<file path="config.mk">
export PLATFORM = sky130hd
export DESIGN_NAME = serial_word_receiver
export DESIGN_NICKNAME = d
export VERILOG_FILES = /design/src/rtl/serial_word_receiver.sv
export SDC_FILE = /design/constraint.sdc
export NUM_CORES = 1
export LEC_CHECK = 0
export CELL_PAD_IN_SITES_DETAIL_PLACEMENT = 2
export CELL_PAD_IN_SITES_GLOBAL_PLACEMENT = 2
export CORE_AREA = 2 2 60 62
export CTS_CLUSTER_SIZE = 24
export DETAILED_ROUTE_END_ITERATION = 16
export DIE_AREA = 0 0 62 64
export GPL_ROUTABILITY_DRIVEN = 0
export PLACE_DENSITY_LB_ADDON = 0.1
export REMOVE_ABC_BUFFERS = 1
export SLEW_MARGIN = 20
export SYNTH_ARGS = -nofsm -noshare
export SYNTH_HDL_FRONTEND = slang
export SYNTH_SLANG_ARGS = --single-unit
</file>
<file path="constraint.sdc">
create_clock -name clk -period 3.2 [get_ports clk]
set_clock_uncertainty 0.1 [all_clocks]
set_input_delay 0.48 -clock clk [delete_from_list [all_inputs] [get_ports clk]]
set_output_delay 0.48 -clock clk [all_outputs]
set_load 0.03 [all_outputs]
</file>
<file path="src/rtl/serial_word_receiver.sv">
// serial_word_receiver: serial-in/parallel-out word receiver aligned on a frame-start marker.
//   clk, aclr_n (async active-low reset), sclr (sync clear)
//   en, shiftin, frame_start : bit strobe, serial bit, word-start marker
//   q, q_valid, q_ready      : word output register with valid/ready handshake
//   busy, overrun, frame_err : partial word in flight, sticky drop, sticky mid-word restart
module serial_word_receiver #(
   parameter int    SHIFT_WIDTH     = 8,
   parameter string SHIFT_DIRECTION = "LEFT"
) (
   input  logic                   clk,
   input  logic                   aclr_n,
   input  logic                   sclr,
   input  logic                   en,
   input  logic                   shiftin,
   input  logic                   frame_start,
   input  logic                   q_ready,
   output logic [SHIFT_WIDTH-1:0] q,
   output logic                   q_valid,
   output logic                   busy,
   output logic                   overrun,
   output logic                   frame_err
);
   localparam int W  = SHIFT_WIDTH;
   localparam int CW = $clog2(W + 1);
   localparam bit LEFT = (SHIFT_DIRECTION == "LEFT");
   typedef enum logic {IDLE, SHIFT} state_t;
   state_t         state_q, state_d;
   logic [W-1:0]   sr_q, sr_d, q_q, q_d, shifted, fresh, word;
   logic [CW-1:0]  cnt_q, cnt_d;
   logic           q_valid_q, q_valid_d, overrun_q, overrun_d, frame_err_q, frame_err_d;
   logic           restart, shift_bit, done;
   // fresh is the register image after capturing only bit 0 (partial word discarded)
   if (W == 1) begin : g_one
      assign shifted = shiftin;
      assign fresh   = shiftin;
   end else begin : g_many
      assign shifted = LEFT ? {sr_q[W-2:0], shiftin} : {shiftin, sr_q[W-1:1]};
      assign fresh   = LEFT ? {{(W-1){1'b0}}, shiftin} : {shiftin, {(W-1){1'b0}}};
   end
   assign restart   = en && frame_start;
   assign shift_bit = en && !frame_start && state_q == SHIFT;
   // a one-bit word completes on its own frame_start bit
   assign done      = (restart && W == 1) || (shift_bit && cnt_q == CW'(W - 1));
   assign word      = restart ? fresh : shifted;
   always_ff @(posedge clk or negedge aclr_n) begin
      if (!aclr_n) begin
         state_q     <= IDLE;
         sr_q        <= '0;
         cnt_q       <= '0;
         q_q         <= '0;
         q_valid_q   <= 1'b0;
         overrun_q   <= 1'b0;
         frame_err_q <= 1'b0;
      end else if (sclr) begin
         state_q     <= IDLE;
         sr_q        <= '0;
         cnt_q       <= '0;
         q_q         <= '0;
         q_valid_q   <= 1'b0;
         overrun_q   <= 1'b0;
         frame_err_q <= 1'b0;
      end else begin
         state_q     <= state_d;
         sr_q        <= sr_d;
         cnt_q       <= cnt_d;
         q_q         <= q_d;
         q_valid_q   <= q_valid_d;
         overrun_q   <= overrun_d;
         frame_err_q <= frame_err_d;
      end
   end
   always_comb begin
      state_d = state_q;
      if (done)
         state_d = IDLE;
      else if (restart)
         state_d = SHIFT;
   end
   always_comb begin
      sr_d        = restart ? fresh : shift_bit ? shifted : sr_q;
      cnt_d       = done ? '0 : restart ? CW'(1) : shift_bit ? cnt_q + CW'(1) : cnt_q;
      q_d         = (done && (!q_valid_q || q_ready)) ? word : q_q;
      // a completed word keeps valid high; otherwise a handshake drains it
      q_valid_d   = done || (q_valid_q && !q_ready);
      overrun_d   = overrun_q || (done && q_valid_q && !q_ready);
      frame_err_d = frame_err_q || (restart && state_q == SHIFT);
   end
   assign q         = q_q;
   assign q_valid   = q_valid_q;
   assign busy      = state_q == SHIFT;
   assign overrun   = overrun_q;
   assign frame_err = frame_err_q;
endmodule
</file>
=== Word-level counts from Yosys, hierarchy flattened ===
Index checks and enable logic that the tools add are counted.

* Equal/unequal tests: 1
* $add $sub $neg: 1
* Reductions and logical operators: 20
* Muxes and demuxes: 16

{| class="wikitable"
|+ Operators by type and width
! cell !! number
|-
| $mux 8 || 3
|-
| $mux 7 || 3
|-
| $mux 4 || 4
|-
| $logic_and 1x1->1 || 9
|-
| $mux 1 || 6
|-
| $reduce_bool 3->1 || 2
|-
| $add 4x1->4 const B || 1
|-
| $eq 4x3->1 const B || 1
|-
| $logic_or 1x1->1 || 4
|-
| $reduce_bool 4->1 || 1
|-
| $logic_not 1->1 || 3
|-
| $reduce_bool 2->1 || 1
|}

* Output and inout bits: 12
* Register bits after elaboration: 23
* Input bits: 7

=== Depth between registers and ports, before layout ===
Gate-level depths: netlist of run 1.

* Depth in word-level cells: 8
* Depth in mapped cells: 5
* Depth with buffers taken out: 4

=== Least setup slack after synthesis of run 1 ===
Ideal clock, no wire load.

* Path kind: flip-flop to flip-flop
* Start point: register cnt_q[0]
* End point: register cnt_q[0]
* Data arrival time: 1.350 ns
* Slack: 1.668 ns
* Setup time: 0.082 ns
* Cell stages (with the launch flop): 6
* Clock period less this slack: 1.532 ns
* Cell sequence: dfrtp_1 ha_1 and3b_1 clkbuf_2 or3_1 a31oi_1

* Cells in the longest elaborated chain, start to end: 5
* Elaborated cells between the ends (all ways): 8
* Those cells by class: add/sub (1); eq/ne (1); mux (4); reduce/logical (2)

{| class="wikitable"
|+ RTL lines
! item !! RTL line !! RTL
|-
| from (decl) || 29 || <nowiki>logic [CW-1:0] cnt_q, cnt_d;</nowiki>
|-
| from (signal assigned) || 65 || <nowiki>cnt_q <= cnt_d;</nowiki>
|-
| $add 4x1->4 || 81 || <nowiki>cnt_d = done ? '0 : restart ? CW'(1) : shift_bit ? cnt_q + CW'(1) : cnt_q;</nowiki>
|-
| $mux 4 (3 in series) || 81 ||
|-
| $mux 4 || 54 || <nowiki>end else if (sclr) begin</nowiki>
|}

Parallel ways exist; a longest one is shown, timed or not. The select of a mux whose other input is x is not followed.
A chain may end at the register's enable or synchronous reset.

=== Worst setup path after layout of run 1 ===
* Start point: register state_q (netlist: busy)
* End point: output port busy

{| class="wikitable"
|+ RTL lines
! item !! RTL line !! RTL
|-
| from (decl) || 27 || <nowiki>state_t state_q, state_d;</nowiki>
|-
| from (signal assigned) || 63 || <nowiki>state_q <= state_d;</nowiki>
|-
| to (decl) || 19 || <nowiki>output logic busy,</nowiki>
|}

No word-level cell between the ends.

==> results of run 1 <==
layer usage:
metal	vias to the layer above	share of wire, %
met1	420	48
met4	0	1.2
met3	6	3.5
met2	15	47
met5	-	0
li1	405	-
power groups by stage:
stage	clock network, mW	registers (mW)	logic [mW]
2_1_floorplan	0	0.305	0.0146
3_3_place_gp	0	0.304	0.0436
3_5_place_dp	0	0.304	0.0444
4_1_cts	0.149	0.298	0.0447
5_1_grt	0.166	0.299	0.0482
6_report	0.144	0.298	0.0431
cells in the mapped netlist (2+ instances only):
master     n  area share [%]
dfrtp_1   23              53
or3_1      2             1.2
clkbuf_1   2            0.70
nand2b_1  10             5.8
a21oi_1   13             6.0
nor2_1     3             1.0
o21ai_0    2            0.93
and3b_1    2             1.6
buf_2      2            0.93
a31oi_1    3             1.7
nand3_1    2            0.93
nand2_1   23             8.0
mux2i_1    7             6.5
sequential cells by signal, summed over array words and instances, names as in the netlist:
name,cells
sr_q,7
busy,1
q,8
q_valid,1
cnt_q,4
frame_err,1
overrun,1
logic make-up (layout without fill, tap and decap cells):
group	Yosys count	after routing	share of synthesized area (%)
AND/OR/NAND/NOR	48	48	23.9
flip-flops	23	23	53.4
AO/OA/AOI/OAI	22	22	11.8
multiplexers	7	7	6.50
buffers and inverters	7	25	3.14
adder cells (fa/ha/maj)	1	1	1.16
layout make-up:
| type | count | area share [%] |
|---|---|---|
| clock buffer | 3 | 1.70 |
| clock inverter | 1 | 0.377 |
| inverter | 1 | 0.283 |
| multi-input combinational | 78 | 35.2 |
| sequential | 23 | 43.4 |
| tap | 46 | 4.34 |
| timing repair buffer | 20 | 14.7 |
final timing paths:
path | start | endpoint | slack [ns] | cells past startpoint
setup / recovery | busy | busy | 1.07 | 1
hold / removal | aclr_n | q[2] | 0.40 | 2
setup reg to reg | busy | q[4] | 1.54 | 3
hold reg to reg | sr_q[6] | sr_q[6] | 0.45 | 2
max in group asynchronous | aclr_n | sr_q[1] | 2.37 | 2
min in group clk | sr_q[6] | sr_q[6] | 0.45 | 2
metrics by stage:
| stage | area [um^2] | util (%) |
|---|---|---|
| 2_1_floorplan | 1050 | - |
| 3_3_place_gp | 1300 | 39.6 |
| 3_5_place_dp | 1300 | 39.6 |
| 4_1_cts | 1330 | 40.4 |
| 5_1_grt | 1330 | 40.4 |
| 6_report | 1330 | 40.4 |
layout by cell type, fill, tap and decap left out, types with 3 or more instances in the layout:
cell type,count
a21oi_1,13
a31oi_1,3
clkbuf_4,3
clkdlybuf4s50_1,18
dfrtp_1,23
mux2i_1,7
nand2_1,23
nand2b_1,10
nor2_1,3
==> impl_results.md, run 1 <==
* Worst-margin pin slew at 0.408 ns
* Hold Vio Cnt, Final at 0
* Global route hottest layer: met2
* Internal power at 0.359 mW
* Switch share at 26.1%
* ANT cells at 0
* Crit path time final at 2.13 ns
* Max-Slew Margin vs Limit at 72.8%
* Max IR drop VDD at 0.000147 V
* HPWL after DPL at 1840 um
* Post-route clock period utilization at 66.5%
* Post-Syn Area at 0.00108 mm^2
* Die area at 0.00397 mm^2
* Max-Cap Viols at 0
* Hold WC Path Type: primary input to async pin
* Skew-Pair Late Insertion Delay at 0.32 ns
* Final setup vio count at 0
* Critical path's top delay family: buffers and inverters
* Max-slew violations at 0
* Worst path arrival time at 1.55 ns
* FF/Latch Area at 576 um^2
* Fill cells at 369
* CP Class: register to primary output
* Port Buffer Count at 18
* Multi-input combinational cell area at 468 um^2
* CTS resizes at 0
* Max Root-Sink Buffers at 2
* Vias in the first global route at 884
* Setup Buffers After CTS at 0
* Comb power frac at 8.9%
* Worst endpoint required time at 2.62 ns
* PwrDens at 366 mW/mm^2
* CTS tree: yes
* Total grt overflow at 0
* Final worst setup slack at 1.07 ns
* Initial antenna violation count at 0
* Die X at 62 um
* Hold_ws at 0.405 ns
* CTS buffer count at 3
* Antenna-violating nets left at 0
* Layout area overhead at 23.2%
* Post-Layout Cell Count at 172
* Layout cells sized above 1 at 7.94%
* Clk pwr share at 29.6%
* Initial DRC count at 15
* # hold bufs at CTS at 0
* Post-synth EDFFs at 0
* Initial Utilization at 32.8%
* Worst setup EP type: primary output
* Pwr Total at 0.485 mW
* Die height at 64 um
* Clock-pin slew on the worst setup and hold paths at 0.14 ns
* Slowest CP cell: clkdlybuf4s50_1
* CP max stage delay at 0.72 ns
* CP Launch Type: register
* IO Pins at 19
* DR vias/cell at 4.92
* Post-synthesis sequential area ratio at 53.4%
* Fraction of registers with async set/reset at 100%
* H-tree levels at 1
* Pin count of the biggest net entering global routing at 24
* Total Neg Setup Slack at 0 ns
* GRT met2 Usage at 23.3%
* Clock Sinks at 23
* Crit path max fanout at 6
* Synthesis Warnings at 0
* DRC viols at 0
* Core Box Area at 0.00328 mm^2
* FF+latch count, synth at 23
* Row cnt at 21
* GRT Overall Usage at 14.8%
* Seq pwr share at 61.5%
* WL per Instance at 14.9 um
* First-pass GRT wire length at 4370 um
* Psw at 0.126 mW
* Dpl cells at 168
* Cells after Synth at 108
* Top_reg_cell synth: dfrtp_1
* Vias at 846
* Place WS at 0.813 ns
* GR Util met1 at 20.3%
* Clk root buf: clkbuf_4
* Unique masters post-synth at 27
* Avg Inst Size Synth at 9.97 um^2
* Global routing usage on met3 at 3.04%
* Achievable Freq at 470 MHz
* Layout Nets at 135
* Final WL at 2570 um
* Crit path buffers/inverters at 1
* Leak at 0.581 nW
* Initial DRT Pass Iterations at 3
* CP cell instances: clkdlybuf4s50_1
* Unrepaired setup endpoints after global routing: false
* Status: finished, final reports clean
No activity file was read; power rests on OpenSTA's default activity.
==> run 2: changes to the inputs <==
- CORE_AREA: 2 2 60 62 -> 2 2 62 64
- DIE_AREA: 0 0 62 64 -> 0 0 64 66
- clock period: 3.2 -> 2 ns (I/O delays scaled with it)
==> run 2 against run 1 <==
Core utilization decreased by 1.7 points. Count of clock-buffer cells in the layout unchanged. Critical path depth is the same. Non-clock buffer count up 6. Sequential power up 60%. Largest cell class unchanged. Highest routed layer is now met3.
==> impl_results.md, run 2 (same netlist as run 1, synthesis figures left out) <==
* DR vias/cell at 4.91 (was 4.92)
* Initial DRC count at 17 (was 15)
* CP Launch Type: register (unchanged)
* FF/Latch Area at 576 um^2 (unchanged)
* CTS tree: yes (unchanged)
* Post-route clock period utilization at 95.4%
* Final setup vio count at 0 (unchanged)
* Vias at 884 (was 846)
* Initial antenna violation count at 0 (unchanged)
* IO Pins at 19 (unchanged)
* Unrepaired setup endpoints after global routing: false (unchanged)
* Hold Vio Cnt, Final at 0 (unchanged)
* Initial Utilization at 30.3% (was 32.8%)
* Hold WC Path Type: primary input to async pin (unchanged)
* Vias in the first global route at 982 (was 884)
* Slowest CP cell: clkdlybuf4s50_1 (unchanged)
* Clock-pin slew on the worst setup and hold paths at 0.13 ns (was 0.14 ns)
* CP Class: register to primary output (unchanged)
* DRC viols at 0 (unchanged)
* Antenna-violating nets left at 0 (unchanged)
* Crit path buffers/inverters at 1 (unchanged)
* HPWL after DPL at 2190 um (was 1840 um)
* Clock Sinks at 23 (unchanged)
* Hold_ws at 0.243 ns (was 0.405 ns)
* Comb power frac at 10.0% (was 8.9%)
* CTS buffer count at 3 (unchanged)
* CP cell instances: clkdlybuf4s50_1 (unchanged)
* Internal power at 0.579 mW (was 0.359 mW)
* Seq pwr share at 61.9% (was 61.5%)
* Switch share at 25.0% (was 26.1%)
* Design area at 0.00138 mm^2 (was 0.00133 mm^2)
* Clk root buf: clkbuf_4 (unchanged)
* GRT Overall Usage at 14.8% (about the same)
* First-pass GRT wire length at 4860 um (was 4370 um)
* # hold bufs at CTS at 0 (unchanged)
* Psw at 0.193 mW (was 0.126 mW)
* Achievable Freq at 524 MHz
* Dpl cell area at 0.00135 mm^2 (was 0.00130 mm^2)
* Layout Nets at 141 (was 135)
* Crit path time final at 1.91 ns
* Worst endpoint required time at 1.60 ns (was 2.62 ns)
* Clk pwr share at 28.1% (was 29.6%)
* Final WL at 2810 um (was 2570 um)
* Critical path's top delay family: buffers and inverters (unchanged)
* Core Box Area at 0.00355 mm^2 (was 0.00328 mm^2)
* Max-Slew Margin vs Limit at 74.1% (was 72.8%)
* Setup Buffers After CTS at 0 (unchanged)
* Skew-Pair Late Insertion Delay at 0.31 ns (was 0.32 ns)
* Final worst setup slack at 0.0917 ns (was 1.07 ns)
* Max-Cap Viols at 0 (unchanged)
* Port Buffer Count at 18 (unchanged)
* Total Neg Setup Slack at 0 ns (unchanged)
* Total grt overflow at 0 (unchanged)
* Die height at 66 um (was 64 um)
* Max-slew violations at 0 (unchanged)
* Commonest non-fill, non-tap cells in the layout: nand2_1, dfrtp_1, clkdlybuf4s50_1, a21oi_1, nand2b_1 (unchanged)
* Crit path max fanout at 6 (unchanged)
* ANT cells at 0 (unchanged)
* H-tree levels at 1 (unchanged)
* CTS resizes at 0 (unchanged)
* Worst setup EP type: primary output (unchanged)
* Max Root-Sink Buffers at 2 (unchanged)
* PwrDens at 561 mW/mm^2 (was 366 mW/mm^2)
* Leak at 0.610 nW (was 0.581 nW)
* Status: finished, final reports clean (unchanged)
* CP max stage delay at 0.71 ns (was 0.72 ns)
* Multi-input combinational cell area at 468 um^2 (unchanged)
* Pin count of the biggest net entering global routing at 24 (unchanged)
* Layout cells sized above 1 at 12.1% (was 7.94%)
* Row cnt at 22 (was 21)
* Max reg flops at 8 (unchanged)
* Fill cells at 386 (was 369)
* Die X at 64 um (was 62 um)
* Worst-margin pin slew at 0.389 ns (was 0.408 ns)
* Initial DRT Pass Iterations at 4 (was 3)
* Layout area overhead at 27.6% (was 23.2%)
* Place WS at 0.0581 ns (was 0.813 ns)
* Worst path arrival time at 1.51 ns (was 1.55 ns)
* Die area at 0.00422 mm^2 (was 0.00397 mm^2)
* WL per Instance at 15.6 um (was 14.9 um)
* Max IR drop VDD at 0.000226 V (was 0.000147 V)
run 2: cell count changes in the layout (fill, tap and decap cells not counted), sizes merged:
cell,previous run,this run
buf,2,8
run 2: final cells by class:
type                       count  share of cell area [%]
inverter                       1                   0.273
sequential                    23                    41.9
clock inverter                 1                   0.364
tap                           48                    4.37
multi-input combinational     78                    34.0
timing repair buffer          26                    17.5
clock buffer                   3                    1.64
run 2: metrics by stage:
step	std cells	power, mW	utilization, %
floorplan	102	0.512	-
global placement	176	0.564	37.9
detailed placement	176	0.567	37.9
CTS	180	0.795	38.7
global route	180	0.823	38.7
finish	180	0.772	38.7
run 2: worst paths after layout:
kind,from,to,slack [ns],cells past startpoint
setup / recovery,busy,busy,0.09,1
hold / removal,aclr_n,busy,0.24,2
setup reg to reg,cnt_q[0],q[2],0.29,4
hold reg to reg,overrun,overrun,0.43,2
max in group asynchronous,aclr_n,cnt_q[3],1.32,2
min in group clk,overrun,overrun,0.43,2
run 2: power by group through the flow:
stage,Clock (mW),Combinational [mW],Sequential (mW)
after CTS,0.237,0.0798,0.478
final,0.217,0.0774,0.478
after detailed placement,0,0.0801,0.487
after floorplan,0,0.0234,0.489
after global placement,0,0.0779,0.486
after global routing,0.257,0.0865,0.479
run 2: layer usage:
metal	share of wire (%)	up-vias	global-route usage [%]
li1	-	422	-
met1	45	453	19.2
met2	53	9	26.2
met3	2.3	0	2.39
met4	0	0	2.45
met5	0	-	0
==> run 3: changes to the inputs <==
- CAP_MARGIN: default -> 15
==> results of run 3 <==
No change in the layout: final DEF, timing and power equal those of run 2.
